<file path="config.mk">
export PLATFORM = sky130hd
export DESIGN_NAME = fan_spi_regs_flat
export DESIGN_NICKNAME = d
export VERILOG_FILES = /design/src/rtl/fan_ctrl_pkg.sv /design/src/rtl/fan_spi_regs_if.sv /design/src/rtl/fan_spi_regs_pwm_tach.sv /design/src/rtl/fan_spi_regs.sv /design/src/flat_wrapper.sv
export SDC_FILE = /design/constraint.sdc
export NUM_CORES = 1
export LEC_CHECK = 0
export ABC_AREA = 1
export CORE_MARGIN = 2
export CORE_UTILIZATION = 63
export CTS_BUF_LIST = sky130_fd_sc_hd__clkbuf_8
export DETAILED_ROUTE_END_ITERATION = 12
export GPL_TIMING_DRIVEN = 0
export HOLD_SLACK_MARGIN = 0.02
export PLACE_DENSITY = 0.82
export SLEW_MARGIN = 5
export SYNTH_ARGS = -nofsm -noshare
export SYNTH_HDL_FRONTEND = slang
export SYNTH_SLANG_ARGS = --single-unit
</file>
<file path="constraint.sdc">
create_clock -name sysclk -period 1.71 [get_ports sysclk]
set_input_delay 0.2565 -clock sysclk [delete_from_list [all_inputs] [get_ports sysclk]]
set_output_delay 0.2565 -clock sysclk [all_outputs]
set_load 0.01 [all_outputs]
</file>
<file path="src/rtl/fan_ctrl_pkg.sv">
// Shared definitions for the pifan command decoder: register map, FSM states,
// CTRL bit positions and register reset values.
package fan_ctrl_pkg;

  localparam logic [3:0] ADDR_ID    = 4'h0;
  localparam logic [3:0] ADDR_DUTY0 = 4'h1;
  localparam logic [3:0] ADDR_DUTY1 = 4'h2;
  localparam logic [3:0] ADDR_CTRL  = 4'h3;
  localparam logic [3:0] ADDR_TACH0 = 4'h4;
  localparam logic [3:0] ADDR_TACH1 = 4'h5;

  localparam int CTRL_EN0 = 0;
  localparam int CTRL_EN1 = 1;

  localparam logic [7:0] DUTY_RST  = 8'h80;
  localparam logic [7:0] CTRL_RST  = 8'h03;
  localparam logic [7:0] CTRL_MASK = 8'h03;

  typedef enum logic [1:0] {
    ST_IDLE  = 2'd0,
    ST_WDATA = 2'd1,
    ST_RRESP = 2'd2
  } state_e;

endpackage

</file>
<file path="src/rtl/fan_spi_regs_if.sv">
// Byte-level handshake between the SPI slave core and the fan register block.
interface fan_spi_regs_if;
  logic       iRxReady;
  logic [7:0] iRx;
  logic       iSPICS;
  logic       oTxReady;
  logic [7:0] oTx;

  modport master (output iRxReady, iRx, iSPICS, input oTxReady, oTx);
  modport slave  (input iRxReady, iRx, iSPICS, output oTxReady, oTx);
endinterface

</file>
<file path="src/rtl/fan_spi_regs_pwm_tach.sv">
// One fan channel: prescaled 0..254 PWM with duty shadowed to the counter wrap,
// plus a synchronised tach edge counter latched on the shared window strobe.
module fan_pwm_tach
  import fan_ctrl_pkg::*;
#(
  parameter int PWM_DIV = 4
) (
  input  logic       sysclk,
  input  logic       iRstN,
  input  logic       en_i,
  input  logic [7:0] duty_i,
  input  logic       tach_i,
  input  logic       gate_i,
  output logic       pwm_o,
  output logic [7:0] tach_o
);

  localparam int PRE_W = (PWM_DIV > 1) ? $clog2(PWM_DIV) : 1;

  logic [PRE_W-1:0] pre_q, pre_d;
  logic [7:0]       cnt_q, cnt_d;
  logic [7:0]       shadow_q, shadow_d;
  logic             pwm_q, pwm_d;
  logic [1:0]       tsync_q;
  logic             tprev_q;
  logic [7:0]       edges_q, edges_d;
  logic [7:0]       tach_q, tach_d;
  logic             step, rise;

  function automatic logic [7:0] sat_inc(input logic [7:0] v, input logic inc);
    return (inc && (v != 8'hFF)) ? v + 8'd1 : v;
  endfunction

  assign step = (pre_q == PRE_W'(PWM_DIV - 1));
  assign rise = tsync_q[1] & ~tprev_q;

  always_comb begin
    pre_d    = step ? '0 : pre_q + 1'b1;
    cnt_d    = cnt_q;
    shadow_d = shadow_q;
    if (step) begin
      if (cnt_q == 8'd254) begin
        cnt_d    = 8'd0;
        shadow_d = duty_i;
      end else begin
        cnt_d = cnt_q + 8'd1;
      end
    end
    pwm_d = en_i & (cnt_q < shadow_q);
    // An edge coinciding with the window end still belongs to the closing window.
    if (gate_i) begin
      tach_d  = sat_inc(edges_q, rise);
      edges_d = 8'd0;
    end else begin
      tach_d  = tach_q;
      edges_d = sat_inc(edges_q, rise);
    end
  end

  always_ff @(posedge sysclk or negedge iRstN) begin
    if (!iRstN) begin
      pre_q    <= '0;
      cnt_q    <= 8'd0;
      shadow_q <= DUTY_RST;
      pwm_q    <= 1'b0;
      tsync_q  <= 2'b00;
      tprev_q  <= 1'b0;
      edges_q  <= 8'd0;
      tach_q   <= 8'd0;
    end else begin
      pre_q    <= pre_d;
      cnt_q    <= cnt_d;
      shadow_q <= shadow_d;
      pwm_q    <= pwm_d;
      tsync_q  <= {tsync_q[0], tach_i};
      tprev_q  <= tsync_q[1];
      edges_q  <= edges_d;
      tach_q   <= tach_d;
    end
  end

  assign pwm_o  = pwm_q;
  assign tach_o = tach_q;

endmodule

</file>
<file path="src/rtl/fan_spi_regs.sv">
// Command decoder and register file behind the SPI slave byte port: decodes
// read/write commands, drives two fan PWMs and reports two tach counts.
module fan_spi_regs
  import fan_ctrl_pkg::*;
#(
  parameter int         PWM_DIV     = 4,
  parameter int         GATE_CYCLES = 12_000_000,
  parameter logic [7:0] ID_VALUE    = 8'hA5
) (
  input  logic                 sysclk,
  input  logic                 iRstN,
  fan_spi_regs_if.slave        spi,
  input  logic [1:0]           iTach,
  output logic [1:0]           oPwm,
  output logic [7:0]           oProbe
);

  state_e      state_q, state_d;
  logic [3:0]  addr_q, addr_d;
  logic [7:0]  duty0_q, duty0_d, duty1_q, duty1_d, ctrl_q, ctrl_d;
  logic [7:0]  tx_q, tx_d;
  logic        txrdy_q, txrdy_d;
  logic [1:0]  rxs_q, css_q;
  logic        rxprev_q;
  logic [31:0] gate_q;
  logic        gate_end, byte_ev, cs_hi;
  logic [7:0]  tach0, tach1, rd_data;

  assign byte_ev  = rxs_q[1] & ~rxprev_q;
  assign cs_hi    = css_q[1];
  assign gate_end = (gate_q == 32'(GATE_CYCLES - 1));

  always_comb begin
    rd_data = 8'h00;
    case (spi.iRx[3:0])
      ADDR_ID:    rd_data = ID_VALUE;
      ADDR_DUTY0: rd_data = duty0_q;
      ADDR_DUTY1: rd_data = duty1_q;
      ADDR_CTRL:  rd_data = ctrl_q;
      ADDR_TACH0: rd_data = tach0;
      ADDR_TACH1: rd_data = tach1;
      default:    rd_data = 8'h00;
    endcase
  end

  always_comb begin
    state_d = state_q;
    addr_d  = addr_q;
    duty0_d = duty0_q;
    duty1_d = duty1_q;
    ctrl_d  = ctrl_q;
    tx_d    = tx_q;
    txrdy_d = txrdy_q;
    // Chip-select release aborts the frame and drops any byte event in the same cycle.
    if (cs_hi) begin
      state_d = ST_IDLE;
      txrdy_d = 1'b0;
    end else if (byte_ev) begin
      case (state_q)
        ST_IDLE: begin
          addr_d = spi.iRx[3:0];
          if (spi.iRx[7]) begin
            state_d = ST_WDATA;
          end else begin
            tx_d    = rd_data;
            txrdy_d = 1'b1;
            state_d = ST_RRESP;
          end
        end
        ST_WDATA: begin
          case (addr_q)
            ADDR_DUTY0: duty0_d = spi.iRx;
            ADDR_DUTY1: duty1_d = spi.iRx;
            ADDR_CTRL:  ctrl_d  = spi.iRx & CTRL_MASK;
            default:    ;
          endcase
          state_d = ST_IDLE;
        end
        ST_RRESP: begin
          txrdy_d = 1'b0;
          state_d = ST_IDLE;
        end
        default: state_d = ST_IDLE;
      endcase
    end
  end

  always_ff @(posedge sysclk or negedge iRstN) begin
    if (!iRstN) begin
      state_q  <= ST_IDLE;
      addr_q   <= 4'h0;
      duty0_q  <= DUTY_RST;
      duty1_q  <= DUTY_RST;
      ctrl_q   <= CTRL_RST;
      tx_q     <= 8'h00;
      txrdy_q  <= 1'b0;
      rxs_q    <= 2'b00;
      css_q    <= 2'b00;
      rxprev_q <= 1'b0;
      gate_q   <= 32'd0;
    end else begin
      state_q  <= state_d;
      addr_q   <= addr_d;
      duty0_q  <= duty0_d;
      duty1_q  <= duty1_d;
      ctrl_q   <= ctrl_d;
      tx_q     <= tx_d;
      txrdy_q  <= txrdy_d;
      rxs_q    <= {rxs_q[0], spi.iRxReady};
      css_q    <= {css_q[0], spi.iSPICS};
      rxprev_q <= rxs_q[1];
      gate_q   <= gate_end ? 32'd0 : gate_q + 32'd1;
    end
  end

  fan_pwm_tach #(.PWM_DIV(PWM_DIV)) u_fan0 (
    .sysclk (sysclk),
    .iRstN  (iRstN),
    .en_i   (ctrl_q[CTRL_EN0]),
    .duty_i (duty0_q),
    .tach_i (iTach[0]),
    .gate_i (gate_end),
    .pwm_o  (oPwm[0]),
    .tach_o (tach0)
  );

  fan_pwm_tach #(.PWM_DIV(PWM_DIV)) u_fan1 (
    .sysclk (sysclk),
    .iRstN  (iRstN),
    .en_i   (ctrl_q[CTRL_EN1]),
    .duty_i (duty1_q),
    .tach_i (iTach[1]),
    .gate_i (gate_end),
    .pwm_o  (oPwm[1]),
    .tach_o (tach1)
  );

  assign spi.oTxReady = txrdy_q;
  assign spi.oTx      = tx_q;
  assign oProbe       = {state_q, 2'b00, addr_q};

endmodule

</file>
<file path="src/flat_wrapper.sv">
// flat-port wrapper written by rule: the top's interface ports become plain ports
module fan_spi_regs_flat import fan_ctrl_pkg::*;
#(
  parameter int         PWM_DIV     = 4,
  parameter int         GATE_CYCLES = 12_000_000,
  parameter logic [7:0] ID_VALUE    = 8'hA5
)
  (sysclk, iRstN, iTach, oPwm, oProbe, spi_iRxReady, spi_iRx, spi_iSPICS, spi_oTxReady, spi_oTx);
  fan_spi_regs_if spi_i ();
  input  logic sysclk;
  input  logic iRstN;
  input  logic [1:0] iTach;
  output logic [1:0] oPwm;
  output logic [7:0] oProbe;
  input wire logic [$bits(spi_i.iRxReady)-1:0] spi_iRxReady;
  input wire logic [$bits(spi_i.iRx)-1:0] spi_iRx;
  input wire logic [$bits(spi_i.iSPICS)-1:0] spi_iSPICS;
  output wire logic [$bits(spi_i.oTxReady)-1:0] spi_oTxReady;
  output wire logic [$bits(spi_i.oTx)-1:0] spi_oTx;
  assign spi_i.iRxReady = spi_iRxReady;
  assign spi_i.iRx = spi_iRx;
  assign spi_i.iSPICS = spi_iSPICS;
  assign spi_oTxReady = spi_i.oTxReady;
  assign spi_oTx = spi_i.oTx;
  fan_spi_regs #(.PWM_DIV(PWM_DIV), .GATE_CYCLES(GATE_CYCLES), .ID_VALUE(ID_VALUE)) u_core (.sysclk(sysclk), .iRstN(iRstN), .spi(spi_i), .iTach(iTach), .oPwm(oPwm), .oProbe(oProbe));
endmodule
</file>
==> flow_summary.ini, run 1 <==
[cts]
clk_pin_slew_ns = 0.09
numCtsBuffers = 17
htree_levels = 4
clk_latency_ns = 0.46
cts-root-buf = clkbuf_8
cts_max_path_buffers = 2
cts_tree = done
cts.sinks = 146

[worst_setup_path]
worstSetupPathType = flip-flop to primary output
r2r_cells = 9
r2r_end = u_core.u_fan0.tach_o[7]
worstPathCellList = clkdlybuf4s50_1
critical_path_required_ns = 1.45
crit_slowest_cell = clkdlybuf4s50_1
ff2ff_setup_slack_ns = 0.09
r2r-start = u_core.gate_q[0]
endpoint_kind = primary output
path_delay_family = buffers and inverters
cp-start-kind = flip-flop
cp.buffers_inverters = 1
worst-path-max-fanout = 3
cpPeakStageDelay_ns = 0.57
crit_arrival_ns = 1.42

[grt]
grt_pass1_vias = 6098
grt_max_degree = 79
grt_usage_pct = 27.62
grt_remaining_overflow = 0
grt_pass1_wl_um = 28490
antenna_found_initial = 0

[sta]
slew_headroom_pct = 57.88
min_period_over_period_pct = 97.82
clock-skew-final_ns = 0.01156
drv_slew = 0
max_slew.worst_pin.slew_ns = 0.6318
fin_crit_ns = 1.673
hold_viol_final = 0
setup_viol = 0
fin_hold_ws_ns = 0.2264
fmax_ghz = 0.5978

[synthesis]
ys_ff_latch = 146
yosysSeqAreaShare_pct = 48.02
synth_edf_count = 0
synthDistinctLibCells = 42
syn_inst = 985
avgSynthCellArea_um2 = 7.740
synth_warnings = 0
synth_most_common_cell = nand2_1
synth_top_area_share_pct = 45.95
ys.flop_type = dfrtp_1
async_flop_share_pct = 100.0
ys_top_cells_by_count = nand2_1, dfrtp_1, inv_1, nor2_1, nand3_1
synth_area_um2 = 7624
synthTopCellsByArea = dfrtp_1, nand2_1, inv_1, nor2_1, nand3_1
yosysTopAreaCell = dfrtp_1

[drt]
dr.pass1.iters = 5
finalWirelength_um = 16840
drt-vias-per-instance = 5.348
antenna_left = 0
first_iter_violations = 506
routedWlPerCell_um = 13.96
drc = 0
dr_total_vias = 6450

[place]
io_buffers = 30
dp_hpwl_um = 12000
dpl_cell_area_um2 = 8140
place.gp.congestion = 0.9014

[die]
ios = 33
row_count = 40
start_util_pct = 64.00
die_w_um = 114.0
coreArea_um2 = 11910
dieHeight_um = 114.0
die_area_um2 = 13000

[min_path]
min_from = spi_iSPICS
hold_depth = 1
min_path_type = primary input to flip-flop
min_to = u_core.css_q[0]

[power]
ir_drop_mv = 0.7005
powerDensity_nw_per_um2 = 920.1
power_leakage_nw = 4.427

[layout]
syn_to_final_growth_pct = 13.98
nets = 1083
nFillCells = 936
stdcell_area_um2 = 8690
final_core_util_pct = 72.95
diodes = 0
drive_above_1_share_pct = 10.10

[status]
outcome = finished clean

[flow_run]
max-cap-violations = 0
==> area by class of cell <==
type	instances	area, um2	area share (%)
clock inverters	14	198.9	2.289
clock buffers	18	247.7	2.851
repair buffers	41	409.1	4.708
multi-input cells	692	3359	38.66
inverters	129	491.7	5.659
plain buffers	19	137.6	1.584
flip-flops and latches	146	3661	42.13
well taps	147	183.9	2.117
==> metal layers <==
| layer | global-route usage (%) | routed length (um) |
|---|---|---|
| met3 | 4.410 | 810 |
| met5 | 0 | 0 |
| met4 | 8.618 | 270 |
| met1 | 38.13 | 7507 |
| met2 | 45.36 | 8249 |
==> cells in the final DEF (no fill, tap or decap), drive strengths merged, types with 23 or more instances in the layout <==
cell type | synthesis | routed
nand2 | 306 | 306
dfrtp | 140 | 140
nor2 | 135 | 135
inv | 126 | 131
nand3 | 81 | 81
o21ai | 55 | 55
buf | 18 | 29
a21oi | 28 | 28
clkdlybuf4s50 | 0 | 28
ha | 23 | 23
==> logic make-up after synthesis <==
group / Yosys count / synth area share (%)
AO/OA/AOI/OAI: 90 / 6.204
other: 1 / 0.04919
flip-flops: 146 / 48.02
buffers and inverters: 148 / 8.239
adder cells (fa/ha/maj): 23 / 3.775
XOR/XNOR: 17 / 1.953
AND/OR/NAND/NOR: 560 / 31.76
==> sequential cells by signal (all words and copies together) (netlist names), 2 cells and up <==
name	count
u_core.u_fan0.tach_o	8
u_core.u_fan1.pre_q	2
u_core.u_fan0.edges_q	8
u_core.css_q	2
u_core.u_fan1.tsync_q	2
u_core.u_fan1.edges_q	8
u_core.state_q	2
u_core.duty0_q	8
u_core.u_fan0.pre_q	2
u_core.u_fan0.shadow_q	8
u_core.spi.oTx	8
u_core.u_fan0.cnt_q	8
u_core.ctrl_q	2
u_core.u_fan1.cnt_q	8
u_core.addr_q	4
u_core.u_fan1.tach_o	8
u_core.u_fan0.tsync_q	2
u_core.gate_q	32
u_core.u_fan1.shadow_q	8
u_core.duty1_q	8
u_core.rxs_q	2
==> worst max-delay path by stage <==
stage	depth (start not counted)	slack (ns)	to	from
after global routing	9	-0.02	u_core.u_fan1.shadow_q[6]	u_core.u_fan1.cnt_q[0]
after floorplan	9	0.26	u_core.gate_q[8]	u_core.gate_q[0]
final	1	0.04	oProbe[2]	u_core.addr_q[2]
after CTS	1	0.001	oProbe[6]	u_core.state_q[0]
after detailed placement	8	-0.15	u_core.spi.oTx[5]	spi_iRx[2]
after global placement	1	-5.28	u_core.u_fan1.cnt_q[7]	iRstN
==> metrics by stage <==
stage	setup slack (ns)	power [mW]	cells	TNS [ns]
3_3_place_gp	-5.281	4.933	1163	-759.36
2_1_floorplan	0.2587	4.536	986	0
5_1_grt	-0.01626	8.325	1206	-0.01626
3_5_place_dp	-0.1526	4.976	1164	-0.7478
4_1_cts	0.001094	8.017	1198	0
6_report	0.03732	7.996	1206	0
==> where the power goes <==
group          switching [mW]  internal [mW]  total [mW]
Combinational           0.520          0.385       0.905
Sequential              0.288           3.76        4.05
Clock                    1.39           1.65        3.04
Total                    2.20           5.80        8.00
==> repair_timing <==
| item | CTS | global route |
|---|---|---|
| endpoints found under the setup margin | 13 | 51 |
| hold buffers | 1 | 0 |
| pin swaps | 0 | 3 |
| gates resized for setup | 4 | 7 |
| buffers inserted | 1 | 8 |
| endpoints found under the hold margin | 68 | 0 |
Note: power is estimated with default switching activity, not from simulation.
==> inputs of run 2 (changes only) <==
--- a/config.mk
+++ b/config.mk
@@ -16,4 +16,5 @@
 export SLEW_MARGIN = 5
 export SYNTH_ARGS = -nofsm -noshare
 export SYNTH_HDL_FRONTEND = slang
+export SYNTH_HIERARCHICAL = 1
 export SYNTH_SLANG_ARGS = --single-unit
==> run 2 against run 1 <==
Net effect:
- design area increased by 1.4%
- register-to-register slack about the same
- global-route usage shrank 1.5 points
- synthesized area rose by 0.84%
- setup slack better by 0.035 ns
- cell count shrank 3.8%
==> flow_summary.ini, run 2 <==
[worst_setup_path]
cp-start-kind = flip-flop
critical_path_required_ns = 1.45
cp.buffers_inverters = 1
path_delay_family = buffers and inverters
worstSetupPathType = flip-flop to primary output
crit_slowest_cell = clkdlybuf4s50_1
worstPathCellList = clkdlybuf4s50_1
crit_arrival_ns = 1.38
worst-path-max-fanout = 3
endpoint_kind = primary output
cpPeakStageDelay_ns = 0.55

[flow_run]
max-cap-violations = 0

[drt]
wl_met2_um = 7602
drt-vias-per-instance = 5.403
routedWlPerCell_um = 13.62
wl_met1_um = 7238
finalWirelength_um = 15800
highest_layer = met4
dr_total_vias = 6267
first_iter_violations = 557
wl_met3_um = 812
dr.pass1.iters = 5
antenna_left = 0
drc = 0

[layout]
syn_to_final_growth_pct = 14.58
drive_above_1_share_pct = 16.98
nFillCells = 909
final_cell_mix = nand2_1, dfrtp_1, inv_1
diodes = 0
final_core_util_pct = 73.64
nets = 1037
largest_reg_flops = 32
regMostFlops = u_core/gate_q
final_common_cell = nand2_1

[die]
coreArea_um2 = 11960
dieHeight_um = 114.5
die_w_um = 114.5
die_area_um2 = 13100
row_count = 40
start_util_pct = 64.27
ios = 33

[sta]
fmax_ghz = 0.6106
slew_headroom_pct = 60.52
max_slew.worst_pin.slew_ns = 0.5901
hold_viol_final = 0
min_period_over_period_pct = 95.78
fin_crit_ns = 1.638
clock-skew-final_ns = 0.009313
drv_slew = 0
setup_viol = 0

[synthesis]
ys_top_cells_by_count = nand2_1, dfrtp_1, inv_1
synth_compound_area_share_pct = 7.096
async_flop_share_pct = 100.0
yosysTopAreaCell = dfrtp_1
synth_top_area_share_pct = 45.57
ys_ff_latch = 146
synth_most_common_cell = nand2_1
synthDistinctLibCells = 40
ys.flop_type = dfrtp_1
synth_warnings = 6
synth_top_family_by_area = simple AND/OR/NAND/NOR gates
yosys.area_share.simple_pct = 31.20
yosysSeqAreaShare_pct = 47.62
syn_inst = 938
synthTopCellsByArea = dfrtp_1, nand2_1, inv_1, nand3_1, nor2_1
synthMuxAreaShare_pct = 0
avgSynthCellArea_um2 = 8.195
synth_edf_count = 0
synth_area_um2 = 7687
yosys.area_share.adder_pct = 3.743
synth_xor_area_share_pct = 2.165

[place]
place.gp.congestion = 0.9104
io_buffers = 30
dp_hpwl_um = 11050

[cts]
cts_tree = done
clk_pin_slew_ns = 0.08
cts.sinks = 146
htree_levels = 4
clk_latency_ns = 0.46
numCtsBuffers = 17
cts-root-buf = clkbuf_8
cts_max_path_buffers = 2

[power]
power_leakage_nw = 4.455
powerDensity_nw_per_um2 = 917.9
finalPower_mw = 8.086
ir_drop_mv = 0.8152

[grt]
grt_max_degree = 99
grt_pass1_wl_um = 26770
grt_remaining_overflow = 0
antenna_found_initial = 0
grt_usage_pct = 26.08
grt_pass1_vias = 5678

[min_path]
min_path_type = primary input to flip-flop

[status]
outcome = finished clean
==> run 2: changes by cell type in the layout (fill, tap and decap cells not counted), sizes merged, moves of 4 or more <==
cell and change:
nand2 -27, a21oi -11, nor2 -11, inv -9, nor3 -7, nand3 +5
nand4 +4
==> run 2: area by class of cell <==
| type | count | area, um2 | area share, % |
|---|---|---|---|
| clock inverter | 13 | 190.2 | 2.159 |
| inverter | 122 | 475.5 | 5.398 |
| tap | 147 | 183.9 | 2.088 |
| multi-input combinational | 653 | 3436 | 39.01 |
| clock buffer | 19 | 261.5 | 2.969 |
| timing repair buffer | 42 | 421.7 | 4.787 |
| buffer | 18 | 178.9 | 2.031 |
| sequential | 146 | 3661 | 41.56 |
==> run 2: stage by stage <==
| stage | hold WS [ns] | setup TNS (ns) | std cells | cell area, um2 | setup slack (ns) |
|---|---|---|---|---|---|
| 5_1_grt | 0.1992 | -0.001293 | 1160 | 8808 | -0.001247 |
| 2_1_floorplan | -0.03909 | 0 | 939 | 7694 | 0.03888 |
| 3_5_place_dp | 0.2277 | -11.35 | 1117 | 8207 | -0.4523 |
| 4_1_cts | 0.2126 | 0 | 1154 | 8730 | 0.01801 |
| 6_report | 0.2318 | 0 | 1160 | 8808 | 0.07225 |
| 3_3_place_gp | 0.3319 | -768.57 | 1116 | 8178 | -5.288 |
==> run 2: per-layer routing <==
layer | vias up | GRT usage, %
met2 | 165 | 39.88
met3 | 14 | 6.247
met4 | 0 | 7.236
met1 | 2992 | 37.50
met5 | - | 0
li1 | 3096 | -
==> run 2: logic make-up after synthesis <==
logic type               Yosys count
AND/OR/NAND/NOR                  524
buffers and inverters            140
flip-flops                       146
XOR/XNOR                          19
AO/OA/AOI/OAI                     85
adder cells (fa/ha/maj)           23
other                              1
==> run 2: power breakdown <==
part	internal [mW]	total (mW)	switching, mW
clock network	1.79	3.07	1.28
logic	0.434	1.08	0.642
registers	3.70	3.94	0.237
total	5.92	8.09	2.16
==> run 2: worst paths after layout <==
kind	startpoint	endpoint	slack (ns)	cells past startpoint
setup reg to reg	u_core/gate_q[8]	u_core/u_fan0/tach_o[6]	0.08	8
setup / recovery	u_core/addr_q[3]	oProbe[3]	0.07	1
hold reg to reg	u_core/u_fan1/tsync_q[0]	u_core/u_fan1/tsync_q[1]	0.35	0
max in group asynchronous	iRstN	u_core/u_fan0/shadow_q[7]	0.58	3
hold / removal	iTach[1]	u_core/u_fan1/tsync_q[0]	0.23	1
min in group asynchronous	iRstN	u_core/gate_q[13]	0.29	2
==> run 2: what timing repair did <==
| item | CTS | global route |
|---|---|---|
| pin swaps | 2 | 4 |
| endpoints found under the hold margin | 48 | 0 |
| resized for setup | 14 | 12 |
| buffers inserted | 4 | 6 |
| hold buffers | 1 | 0 |
| setup endpoints to repair | 32 | 36 |
